--- src/rtl/seq_mult_pkg.sv ---
// rtl/seq_mult_pkg.sv - shared state encoding and sizing helper for the shift-add multiplier
package seq_mult_pkg;

   typedef enum logic [1:0] {
      ST_IDLE = 2'd0,
      ST_RUN  = 2'd1,
      ST_DONE = 2'd2
   } state_e;

   // Step counter only has to reach W-1; keep at least one bit for W=2.
   function automatic int cnt_width(input int w);
      return (w > 2) ? $clog2(w) : 1;
   endfunction

endpackage

--- src/rtl/seq_mult_core_abs_neg.sv ---
// rtl/seq_mult_core_abs_neg.sv - combinational conditional two's-complement negate
// Used both as |x| on operand entry and to re-apply the sign to the result.
module abs_neg #(
   parameter int WIDTH = 8
) (
   input  logic             neg_en,
   input  logic [WIDTH-1:0] din,
   output logic [WIDTH-1:0] dout
);

   always_comb begin
      dout = neg_en ? (~din + WIDTH'(1)) : din;
   end

endmodule

--- src/rtl/seq_mult_core.sv ---
// rtl/seq_mult_core.sv - parametrised sequential shift-add multiplier, signed/unsigned
// Magnitudes are multiplied unsigned; the sign is applied once on the final step.
module seq_mult_core
   import seq_mult_pkg::*;
#(
   parameter int W          = 8,
   parameter int EARLY_TERM = 1
) (
   input  logic           clk,
   input  logic           rst,
   input  logic           clr,
   input  logic           start,
   input  logic           signed_mode,
   input  logic [W-1:0]   multiplicand,
   input  logic [W-1:0]   multiplier,
   output logic           busy,
   output logic           done,
   output logic [2*W-1:0] product
);

   localparam int CW = cnt_width(W);

   state_e           state_q, state_d;
   logic [2*W-1:0]   mcand_q, mcand_d;
   logic [2*W-1:0]   acc_q, acc_d;
   logic [2*W-1:0]   product_q, product_d;
   logic [W-1:0]     mag_b_q, mag_b_d;
   logic [CW-1:0]    cnt_q, cnt_d;
   logic             neg_q, neg_d;

   logic [W-1:0]     mag_a_in, mag_b_in;
   logic [2*W-1:0]   acc_next, result;
   logic             last_step;

   abs_neg #(.WIDTH(W)) u_abs_a (
      .neg_en (signed_mode & multiplicand[W-1]),
      .din    (multiplicand),
      .dout   (mag_a_in)
   );

   abs_neg #(.WIDTH(W)) u_abs_b (
      .neg_en (signed_mode & multiplier[W-1]),
      .din    (multiplier),
      .dout   (mag_b_in)
   );

   abs_neg #(.WIDTH(2*W)) u_sign_res (
      .neg_en (neg_q),
      .din    (acc_next),
      .dout   (result)
   );

   always_ff @(posedge clk) begin
      if (!rst) begin
         state_q   <= ST_IDLE;
         mcand_q   <= '0;
         acc_q     <= '0;
         product_q <= '0;
         mag_b_q   <= '0;
         cnt_q     <= '0;
         neg_q     <= 1'b0;
      end else begin
         state_q   <= state_d;
         mcand_q   <= mcand_d;
         acc_q     <= acc_d;
         product_q <= product_d;
         mag_b_q   <= mag_b_d;
         cnt_q     <= cnt_d;
         neg_q     <= neg_d;
      end
   end

   always_comb begin
      acc_next  = mag_b_q[0] ? (acc_q + mcand_q) : acc_q;
      // Early exit once no set multiplier bits remain above the one consumed now.
      last_step = (cnt_q == CW'(W - 1)) ||
                  ((EARLY_TERM != 0) && ((mag_b_q >> 1) == '0));

      state_d   = state_q;
      mcand_d   = mcand_q;
      acc_d     = acc_q;
      product_d = product_q;
      mag_b_d   = mag_b_q;
      cnt_d     = cnt_q;
      neg_d     = neg_q;

      case (state_q)
         ST_IDLE: begin
            if (start) begin
               mcand_d = {{W{1'b0}}, mag_a_in};
               mag_b_d = mag_b_in;
               neg_d   = signed_mode & (multiplicand[W-1] ^ multiplier[W-1]);
               acc_d   = '0;
               cnt_d   = '0;
               if ((mag_a_in == '0) || (mag_b_in == '0)) begin
                  product_d = '0;
                  state_d   = ST_DONE;
               end else begin
                  state_d   = ST_RUN;
               end
            end
         end
         ST_RUN: begin
            acc_d   = acc_next;
            mcand_d = mcand_q << 1;
            mag_b_d = mag_b_q >> 1;
            cnt_d   = cnt_q + CW'(1);
            if (last_step) begin
               product_d = result;
               state_d   = ST_DONE;
            end
         end
         ST_DONE: begin
            state_d = ST_IDLE;
         end
         default: begin
            state_d = ST_IDLE;
         end
      endcase

      if (clr) begin
         state_d   = ST_IDLE;
         product_d = '0;
      end
   end

   always_comb begin
      busy    = (state_q == ST_RUN);
      done    = (state_q == ST_DONE);
      product = product_q;
   end

endmodule

--- config.mk ---
export PLATFORM = sky130hd
export DESIGN_NAME = seq_mult_core
export DESIGN_NICKNAME = d
export VERILOG_FILES = /design/src/rtl/seq_mult_pkg.sv /design/src/rtl/seq_mult_core_abs_neg.sv /design/src/rtl/seq_mult_core.sv
export SDC_FILE = /design/constraint.sdc
export NUM_CORES = 1
export LEC_CHECK = 0
export BUFFER_PORTS_ARGS = -buffer_cell sky130_fd_sc_hd__clkbuf_2
export CAP_MARGIN = 20
export CORE_ASPECT_RATIO = 1.75
export CORE_UTILIZATION = 45
export DETAILED_ROUTE_END_ITERATION = 12
export GPL_TIMING_DRIVEN = 1
export MAX_ROUTING_LAYER = met4
export PLACE_DENSITY = 0.68
export REMOVE_ABC_BUFFERS = 1
export SLEW_MARGIN = 25
export SYNTH_ARGS = -nofsm -noshare
export SYNTH_HDL_FRONTEND = slang
export SYNTH_SLANG_ARGS = --single-unit
--- constraint.sdc ---
create_clock -name clk -period 3.76 [get_ports clk]
set_input_delay 0.564 -clock clk [delete_from_list [all_inputs] [get_ports clk]]
set_output_delay 0.564 -clock clk [all_outputs]
set_load 0.05 [all_outputs]
==> metrics.md, run 1 <==
| Metric | Value |
|---|---|
| Status | `complete, no violations` |
| Worst Path Required | `3980 ps` |
| WL per Instance | `15.6 um` |
| Worst Hold Class | `flip-flop to flip-flop` |
| Worst path slowest cell | `a2111oi_0` |
| Setup repair bufs after CTS | `0` |
| Iter 0 DRT Violations | `209` |
| Mapped Cells | `474` |
| Worst slew pin tran | `806 ps` |
| Worst hold slack | `455 ps` |
| Starting Density | `0.463` |
| Nature of the critical path startpoint | `flip-flop` |
| Setup Skew | `7.07 ps` |
| Die Footprint | `9260 um^2` |
| Worst-path clk slew | `60 ps` |
| First-pass GRT wire length | `16000 um` |
| Gr ovfl total | `0` |
| Yosys warnings | `0` |
| Synthesized area | `3990 um^2` |
| #FFs+latches synth | `62` |
| Max Cap Viol | `0` |
| Critical path class | `flip-flop to flip-flop` |
| Vias/cell | `5.78` |
| Post-CTS Hold Buffers | `0` |
| Max clock buf depth | `2` |
| CTS Buf Count | `9` |
| Die X | `73.2 um` |
| Drt total wl | `9780 um` |
| Top_reg_cell synth | `dfxtp_1` |
| Period minus WS final | `3340 ps` |
| Tot GR Track Use | `0.232` |
| CTS Sinks | `62` |
| Vias | `3621` |
| Syn Area/Cell | `8.42 um^2` |
| DRT Pass-1 Iters | `5` |
| Synth cell types | `64` |
| Grt met1 use | `0.225` |
| Most frequent cell after synthesis | `dfxtp_1` |
| I/O pin count | `39` |
| Async SR Flop Fraction | `0` |
| GR Util met3 | `0.0500` |
| Final Max Slew Viols | `0` |
| Leakage | `1.87 nW` |
| Max VDD drop | `0.000245 V` |
| Post-synthesis sequential area ratio | `0.311` |
| Diodes inserted | `0` |
| F_max | `300 MHz` |
| Layout cells sized above 1 | `0.145` |
| Commonest cells in the netlist | `dfxtp_1 (62), nand2_1 (40), nor2b_1 (38), nor2_1 (36)` |
| CP delay by family, top | `compound AO/OA/AOI/OAI gates` |
| Layout Cells excl Fill | `627` |
| DRT antenna net count | `0` |
| Root Driver | `clkbuf_16` |
| Crit path cell chain | `ha_1 -> fa_1 -> a21oi_2 -> o211ai_1 -> a2111oi_0 -> nor2_1 -> xnor2_1 -> mux2_2 -> nor3_1 -> a21boi_1 -> xor3_1 -> a22o_1` |
| Worst EP arrival | `3560 ps` |
| Port Buffers | `38` |
| Critical Path Fanout Max | `4` |
| Die height | `127 um` |
| WP buf/inv | `0` |
| Gr busiest metal | `met2` |
| DP Cell Count | `611` |
| Yosys top cell area share | `0.311` |
| Count of final hold-check violations | `0` |
| R2R setup slack | `420 ps` |
| EDFF count, synth | `0` |
| GP Congestion | `0.910` |
| Synth area leaders | `dfxtp_1 (31%), ha_1 (6.6%), nor2b_1 (6.0%), a22oi_1 (4.9%), nand2_1 (3.8%)` |
| HPWL after DPL | `7170 um` |
| Antenna violations before repair | `0` |
| Worst-Skew Late Latency | `330 ps` |
| Area grow syn2layout | `15.1%` |
| Row count | `45` |
| Final Cycle Share | `0.888` |
| Power Dens Cells | `394 nW/um^2` |
| Max incr delay on CP | `570 ps` |
| Core ar. | `8610 um^2` |
| CP endpoint kind | `flip-flop` |
| Cell accounting for the most synthesized area | `dfxtp_1` |
| Setup-failing EPs final | `0` |
| Nets | `548` |
| Setup TNS | `0 ps` |
| CTS tree | `built` |
| RSZ-0062 raised after global routing | `no` |
| Design Power | `1.81 mW` |
| Met2 Use GR | `0.403` |
| Vias in the first global route | `3465` |
| Fin util | `0.533` |
| Largest net degree at the start of global routing | `46` |
| Max-slew headroom | `0.463` |
| Post-CTS sizing | `0` |
| H-tree levels | `3` |
| Detailed-route DRC error count | `0` |
## sequential cells by signal, indices dropped and copies added, names as in the netlist
| register | flops |
|---|---|
| state_q | 2 |
| product | 16 |
| neg_q | 1 |
| acc_q | 16 |
| mag_b_q | 8 |
| mcand_q | 16 |
| cnt_q | 3 |
## worst register-to-register path, cell delays in order, from the launching register on
cell and delay [ps]:
dfxtp_1 330, ha_1 230, fa_1 420, a21oi_2 210
o211ai_1 170, a2111oi_0 570, nor2_1 130, xnor2_1 150
mux2_2 320, nor3_1 230, a21boi_1 110, xor3_1 190
a22o_1 180
## final timing paths
| check | from | depth (start not counted) | endpoint |
|---|---|---|---|
| worst max-delay path | mcand_q[0] | 12 | product[15] |
| worst min-delay path | product[3] | 2 | product[3] |
| worst max register to register | mcand_q[0] | 12 | product[15] |
| worst min register to register | product[3] | 2 | product[3] |
## per-stage QoR
stage | cell area (um^2) | setup slack (ps)
global route | 4590 | 118
finish | 4590 | 421
floorplan | 3890 | 722
CTS | 4590 | 407
global placement | 4270 | 486
detailed placement | 4270 | 424
## report_power, final
| group | internal (mW) | leakage [nW] | switching, mW |
|---|---|---|---|
| Combinational | 0.0886 | 1.21 | 0.138 |
| Sequential | 0.674 | 0.502 | 0.0175 |
| Clock | 0.581 | 0.156 | 0.311 |
| Total | 1.34 | 1.87 | 0.467 |
## cell type report
cell class / count / area [um^2]
Fill cell: 842 / 4020
Timing Repair Buffer: 44 / 235
Inverter: 12 / 45.0
Tap cell: 117 / 146
Multi-Input combinational cell: 376 / 2600
Clock inverter: 7 / 98.8
Clock buffer: 9 / 225
Sequential cell: 62 / 1240
## cells by family (layout without fill, tap and decap cells)
kind of cell / after synthesis / count (layout) / share of synthesized area
flip-flops: 62 / 62 / 0.311
AO/OA/AOI/OAI: 136 / 136 / 0.251
XOR/XNOR: 30 / 30 / 0.0696
AND/OR/NAND/NOR: 178 / 178 / 0.233
buffers and inverters: 36 / 72 / 0.0367
adder cells (fa/ha/maj): 22 / 22 / 0.0709
multiplexers: 10 / 10 / 0.0276
## routing by layer
layer	wire (um)	vias to the layer above
li1	-	1804
met1	3750	1717
met2	5260	73
met3	314	27
met4	450	0
met5	0	-
## cell usage in the layout, fill, tap and decap left out, drive strengths merged, types with 3 or more instances in the layout
master / netlist / routed
dfxtp: 62 / 62
clkbuf: 16 / 47
nand2: 40 / 40
nor2b: 38 / 38
nor2: 36 / 36
a21oi: 28 / 28
a22oi: 26 / 26
ha: 21 / 21
xor2: 15 / 15
o21ai: 15 / 15
xnor2: 14 / 14
nand3: 13 / 13
nor3: 12 / 12
inv: 12 / 12
a222oi: 11 / 11
a22o: 8 / 8
and2: 7 / 7
nand2b: 6 / 6
a21o: 6 / 6
o211ai: 6 / 6
buf: 8 / 6
a21boi: 6 / 6
mux2i: 5 / 5
o211a: 5 / 5
nor4: 5 / 5
mux2: 5 / 5
o31ai: 5 / 5
or3: 4 / 4
clkinv: 0 / 4
o311ai: 3 / 3
nor3b: 3 / 3
or2: 3 / 3
(Power assumes the default switching activity.)
==> run 2: changes to the inputs <==
--- a/config.mk
+++ b/config.mk
@@ -8,11 +8,10 @@
 export BUFFER_PORTS_ARGS = -buffer_cell sky130_fd_sc_hd__clkbuf_2
 export CAP_MARGIN = 20
 export CORE_ASPECT_RATIO = 1.75
-export CORE_UTILIZATION = 45
+export CORE_UTILIZATION = 52
 export DETAILED_ROUTE_END_ITERATION = 12
 export GPL_TIMING_DRIVEN = 1
-export MAX_ROUTING_LAYER = met4
-export PLACE_DENSITY = 0.68
+export PLACE_DENSITY = 0.76
 export REMOVE_ABC_BUFFERS = 1
 export SLEW_MARGIN = 25
 export SYNTH_ARGS = -nofsm -noshare
==> run 2 against run 1 <==
Net effect: utilization increased by 9.2 points; non-clock buffer count rose by 1; cell area is 0.19% lower; critical path depth unchanged; setup slack better by 5.7 ps; first-iteration DRC count rose by 15%; final cell count down 4.8%; register-to-register slack is essentially flat; worst hold slack better by 4.1 ps; critical path type unchanged; largest power group unchanged.
==> metrics.md, run 2 (synthesized netlist as in run 1, its figures left out) <==
| Metric | Value |
|---|---|
| CP delay by family, top | `compound AO/OA/AOI/OAI gates` |
| CP endpoint kind | `flip-flop` |
| Iter 0 DRT Violations | `241 (+15%)` |
| Place WS | `442 ps (+17.4 ps)` |
| Critical path class | `flip-flop to flip-flop` |
| Critical Path Fanout Max | `4 (unchanged)` |
| CTS Buf Count | `9 (unchanged)` |
| Period minus WS final | `3330 ps (-5.70 ps)` |
| Detailed-route DRC error count | `0 (unchanged)` |
| HPWL after DPL | `7100 um (-0.98%)` |
| Worst Path Required | `3990 ps (about the same)` |
| Crit path cell chain | `ha_1 -> fa_1 -> a21oi_2 -> o211ai_1 -> a2111oi_0 -> nor2_1 -> xnor2_1 -> mux2_2 -> nor3_1 -> a21boi_1 -> xor3_1 -> a22o_1` |
| Max Cap Viol | `0 (unchanged)` |
| Setup-failing EPs final | `0 (unchanged)` |
| Max incr delay on CP | `580 ps (about the same)` |
| Tot GR Track Use | `0.265 (+0.0332)` |
| RSZ-0062 raised after global routing | `no` |
| Drt total wl | `9820 um (+0.42%)` |
| Nature of the critical path startpoint | `flip-flop` |
| Die Footprint | `8040 um^2 (-13%)` |
| H-tree levels | `3 (unchanged)` |
| Final Cycle Share | `0.886 (-0.00152)` |
| Die X | `68.2 um (-6.8%)` |
| Port Buffers | `38 (unchanged)` |
| Core ar. | `7340 um^2 (-15%)` |
| Hold EP | `product[1]` |
| Register area | `1240 um^2 (unchanged)` |
| Final WS setup | `427 ps (+5.70 ps)` |
| Worst-path clk slew | `50 ps (about the same)` |
| Worst EP arrival | `3560 ps (about the same)` |
| Hold Crit Start | `product[1]` |
| Max VDD drop | `0.000235 V (-3.8%)` |
| Max-slew headroom | `0.480 (+0.0179)` |
| Leakage | `1.89 nW (+1.1%)` |
| R2R setup slack | `430 ps (about the same)` |
| Starting Density | `0.544 (+0.0807)` |
| F_max | `300 MHz (+0.17%)` |
| First-pass GRT wire length | `16000 um (about the same)` |
| Largest net degree at the start of global routing | `45 (-2.2%)` |
| Setup TNS | `0 ps (unchanged)` |
| WP buf/inv | `0 (unchanged)` |
| I/O pin count | `39 (unchanged)` |
| Vias in the first global route | `3485 (+0.58%)` |
| Multi-input gate area | `2600 um^2 (unchanged)` |
| Layout cells sized above 1 | `0.147 (+0.00167)` |
| Nets | `549 (+0.18%)` |
| RR Endpoint | `product[15]` |
| WL per Instance | `16.4 um (+5.5%)` |
| Vias | `3673 (+1.4%)` |
| Setup Skew | `4.68 ps (-2.39 ps)` |
| Final Max Slew Viols | `0 (unchanged)` |
| Reg2reg start | `mcand_q[0]` |
| Antenna violations before repair | `0 (unchanged)` |
| Die height | `118 um (-6.9%)` |
| DRT Pass-1 Iters | `6 (+1)` |
| Row count | `41 (-8.9%)` |
| GP Congestion | `0.900 (-1.1%)` |
| Worst path slowest cell | `a2111oi_0` |
| Status | `complete, no violations` |
| Diodes inserted | `0 (unchanged)` |
| Setup repair bufs after CTS | `0 (unchanged)` |
| Area grow syn2layout | `14.9%` |
| Count of final hold-check violations | `0 (unchanged)` |
| Post-CTS Hold Buffers | `0 (unchanged)` |
| CTS tree | `built` |
| Post-CTS sizing | `0 (unchanged)` |
| Commonest non-fill, non-tap cell in the layout | `dfxtp_1` |
| Worst slew pin tran | `779 ps (-26.8 ps)` |
| CTS Sinks | `62 (unchanged)` |
| Hold depth | `2 (unchanged)` |
| Gr ovfl total | `0 (unchanged)` |
| Max clock buf depth | `2 (unchanged)` |
| Vias/cell | `6.15 (+6.5%)` |
| R2R depth | `12 (unchanged)` |
| Fillers | `643 (-24%)` |
| Power Dens Cells | `409 nW/um^2 (+3.8%)` |
| DRT antenna net count | `0 (unchanged)` |
| Root Driver | `clkbuf_16` |
| Worst Hold Class | `flip-flop to flip-flop` |
| Worst-Skew Late Latency | `340 ps (about the same)` |
| Most frequent cells in the layout | `dfxtp_1 (62), nand2_1 (40), nor2b_1 (38), clkbuf_2 (38), nor2_1 (36)` |
[run 2: area by class of cell]
class,count,area share
Sequential cell,62,0.271
Clock inverter,7,0.0265
Clock buffer,9,0.0491
Multi-Input combinational cell,376,0.568
Timing Repair Buffer,45,0.0529
Inverter,12,0.00982
Tap cell,86,0.0235
[run 2: worst max path at each step]
stage                          start     endpoint  cells past startpoint
final                     mcand_q[0]  product[15]                     12
after floorplan           mcand_q[0]  product[15]                     12
after global placement    mcand_q[0]  product[15]                     12
after global routing      mcand_q[0]  product[15]                     12
after detailed placement  mcand_q[0]  product[15]                     12
after CTS                 mcand_q[0]  product[15]                     12
[run 2: routing by layer]
layer,GRT usage,up-vias,wire (um)
li1,-,1818,-
met3,0.0581,32,397
met4,0.173,0,497
met5,0,-,0
met2,0.460,84,5210
met1,0.266,1739,3720
[run 2: report_power, final]
group / switching, mW / internal [mW] / leakage (nW)
Sequential: 0.0166 / 0.674 / 0.502
Combinational: 0.140 / 0.0878 / 1.22
Clock: 0.308 / 0.650 / 0.170
Total: 0.464 / 1.41 / 1.89
[run 2: metrics by stage]
stage	cell area [um^2]	util	hold WS (ps)	std cells	power, mW
after floorplan	3890	-	454	450	0.856
after global routing	4590	0.625	485	597	1.93
after detailed placement	4240	0.578	448	581	0.929
final	4590	0.625	459	597	1.88
after global placement	4240	0.578	443	581	0.923
after CTS	4590	0.625	457	597	1.88
[run 2: worst register-to-register path: cells and delay by family, from the launching register on]
kind	cells	cell delay, ps
multiplexers	1	320
adder cells (fa/ha/maj)	2	650
flip-flops	1	330
AO/OA/AOI/OAI	5	1240
AND/OR/NAND/NOR	2	360
XOR/XNOR	2	330
==> run 3: changes to the inputs <==
--- a/config.mk
+++ b/config.mk
@@ -8,6 +8,7 @@
 export BUFFER_PORTS_ARGS = -buffer_cell sky130_fd_sc_hd__clkbuf_2
 export CAP_MARGIN = 20
 export CORE_ASPECT_RATIO = 1.75
+export CORE_MARGIN = 5
 export CORE_UTILIZATION = 52
 export DETAILED_ROUTE_END_ITERATION = 12
 export GPL_TIMING_DRIVEN = 1
==> constraint.sdc (replaced) <==
create_clock -name clk -period 3.76 [get_ports clk]
set_input_delay 0.564 -clock clk [delete_from_list [all_inputs] [get_ports clk]]
set_output_delay 0.564 -clock clk [all_outputs]
set_load 0.02 [all_outputs]
==> run 3 against run 2 <==
Net effect: flip-flop and latch count is the same; routed wire length grew 0.97%; sequential power about the same; largest power group unchanged; count of clock-buffer cells in the layout stayed put.
==> metrics.md, run 3 (synthesized netlist as in run 1, its figures left out) <==
| Metric | Value |
|---|---|
| Status | `complete, no violations` |
| Post-CTS Hold Buffers | `0 (unchanged)` |
| CP delay by family, top | `compound AO/OA/AOI/OAI gates` |
| DP Cell Count | `584 (+0.52%)` |
| Setup Skew | `8.43 ps (+3.75 ps)` |
| Int Pwr | `1.21 mW (-14%)` |
| F_max | `297 MHz (-1.1%)` |
| Row count | `42 (+2.4%)` |
| Layout cells sized above 1 | `0.148 (+0.00167)` |
| Setup TNS | `0 ps (unchanged)` |
| Most frequent cells in the layout | `dfxtp_1 (62), nand2_1 (40), nor2b_1 (38), clkbuf_2 (38), nor2_1 (36)` |
| First-pass GRT wire length | `16800 um (+5.4%)` |
| CP endpoint kind | `flip-flop` |
| Max VDD drop | `0.000246 V (+4.8%)` |
| Sw Pwr | `464 uW (-0.12%)` |
| H-tree levels | `3 (unchanged)` |
| Vias in the first global route | `3684 (+5.7%)` |
| Starting Density | `0.531 (-0.0130)` |
| WP buf/inv | `0 (unchanged)` |
| Power Dens Cells | `370 nW/um^2 (-9.6%)` |
| Core ar. | `7510 um^2 (+2.4%)` |
| Setup repair bufs after CTS | `0 (unchanged)` |
| I/O pin count | `39 (unchanged)` |
| Nature of the critical path startpoint | `flip-flop` |
| Critical path class | `flip-flop to flip-flop` |
| Setup-failing EPs final | `0 (unchanged)` |
| CTS tree | `built` |
| WL per Instance | `16.5 um (+0.46%)` |
| Max Cap Viol | `0 (unchanged)` |
| Port Buffers | `38 (unchanged)` |
| Vias/cell | `6.22 (+1.2%)` |
| Worst-Skew Late Latency | `340 ps (about the same)` |
| Detailed-route DRC error count | `0 (unchanged)` |
| Combinational share of power | `0.136 (+0.015)` |
| Max incr delay on CP | `600 ps (+20 ps)` |
| Crit path cell chain | `ha_1 -> fa_1 -> a21oi_2 -> o211ai_1 -> a2111oi_0 -> nor2_1 -> xnor2_1 -> mux2_2 -> nor3_1 -> a21boi_1 -> xor3_1 -> a22o_1` |
| Tot GR Track Use | `0.214 (-0.0507)` |
| Worst EP arrival | `3600 ps (+40 ps)` |
| HPWL after DPL | `7510 um (+5.8%)` |
| Root Driver | `clkbuf_16` |
| Vias | `3734 (+1.7%)` |
| Final Cycle Share | `0.896 (+0.00944)` |
| Diodes inserted | `0 (unchanged)` |
| Max clock buf depth | `2 (unchanged)` |
| Nets | `550 (+0.18%)` |
| Worst path slowest cell | `a2111oi_0` |
| GP Congestion | `0.940 (+4.5%)` |
| DRT antenna net count | `0 (unchanged)` |
| Drt total wl | `9910 um (+0.97%)` |
| Worst-path clk slew | `60 ps (about the same)` |
| Period minus WS final | `3370 ps (+35.5 ps)` |
| Antenna violations before repair | `0 (unchanged)` |
| Final Max Slew Viols | `0 (unchanged)` |
| DRT Pass-1 Iters | `4 (-2)` |
| Switching Share | `0.277 (+0.0298)` |
| Die Footprint | `9590 um^2 (+19%)` |
| Gr ovfl total | `0 (unchanged)` |
| Layout Cells excl Fill | `600 (+0.50%)` |
| Max-slew headroom | `0.477 (-0.00304)` |
| Count of final hold-check violations | `0 (unchanged)` |
| Leakage | `1.86 nW (-1.5%)` |
| Worst Path Required | `3990 ps (about the same)` |
| Iter 0 DRT Violations | `250 (+3.7%)` |
| Die X | `76.2 um (+12%)` |
| Largest net degree at the start of global routing | `45 (unchanged)` |
| Area grow syn2layout | `13.4%` |
| Commonest non-fill, non-tap cell in the layout | `dfxtp_1` |
| RSZ-0062 raised after global routing | `no` |
| Worst slew pin tran | `784 ps (+4.56 ps)` |
| CTS Buf Count | `9 (unchanged)` |
| Reg power frac | `0.413 (+0.045)` |
| CTS Sinks | `62 (unchanged)` |
| Clock Power Share | `0.451 (-0.060)` |
| Die height | `126 um (+6.8%)` |
| Worst Hold Class | `flip-flop to flip-flop` |
| Post-CTS sizing | `0 (unchanged)` |
| Critical Path Fanout Max | `4 (unchanged)` |
==> run 3: cell types whose count changed in the layout (fill, tap and decap cells not counted), sizes merged <==
cell	previous run	this run
buf	7	8
clkinv	3	5
bufinv	3	0
clkinvlp	0	1
==> run 3: routing by layer <==
metal	vias up	wire, um	GRT usage
li1	1819	-	-
met1	1780	3610	0.204
met2	102	5360	0.404
met3	33	390	0.0336
met4	0	554	0.152
met5	-	0	0
==> run 3: worst register-to-register path: stages (launching register included) <==
cell and delay [ps]:
dfxtp_1 330, ha_1 230, fa_1 420, a21oi_2 200, o211ai_1 170, a2111oi_0 600
nor2_1 150, xnor2_1 150, mux2_2 320, nor3_1 230, a21boi_1 100, xor3_1 190
a22o_1 180
==> run 3: layout make-up <==
class | count | area [um^2]
fillers | 690 | 2990
multi-input cells | 376 | 2600
flip-flops and latches | 62 | 1240
repair buffers | 46 | 250
clock buffers | 9 | 225
well taps | 88 | 110
clock inverters | 7 | 48.8
inverters | 12 | 45.0
==> run 3: power by group through the flow <==
stage	Combinational, mW	Clock (mW)	Sequential, mW
floorplan	0.151	0	0.703
global placement	0.219	0	0.703
detailed placement	0.227	0	0.704
CTS	0.227	0.767	0.690
global route	0.254	0.797	0.692
finish	0.228	0.753	0.691
==> run 3: final timing paths <==
| path | startpoint | endpoint | slack, ps | cells past startpoint |
|---|---|---|---|---|
| hold reg to reg | product[2] | product[2] | 450 | 2 |
| hold / removal | product[2] | product[2] | 450 | 2 |
| setup / recovery | mcand_q[0] | product[15] | 390 | 12 |
| setup reg to reg | mcand_q[0] | product[15] | 390 | 12 |
==> run 3: per-stage QoR <==
step / area, um^2 / total power, mW / hold slack [ps] / util / setup WS [ps]
2_1_floorplan: 3890 / 0.854 / 454 / - / 722
3_3_place_gp: 4250 / 0.922 / 442 / 0.565 / 504
3_5_place_dp: 4250 / 0.931 / 453 / 0.565 / 491
4_1_cts: 4520 / 1.68 / 460 / 0.602 / 462
5_1_grt: 4520 / 1.74 / 485 / 0.602 / 157
6_report: 4520 / 1.67 / 450 / 0.602 / 391
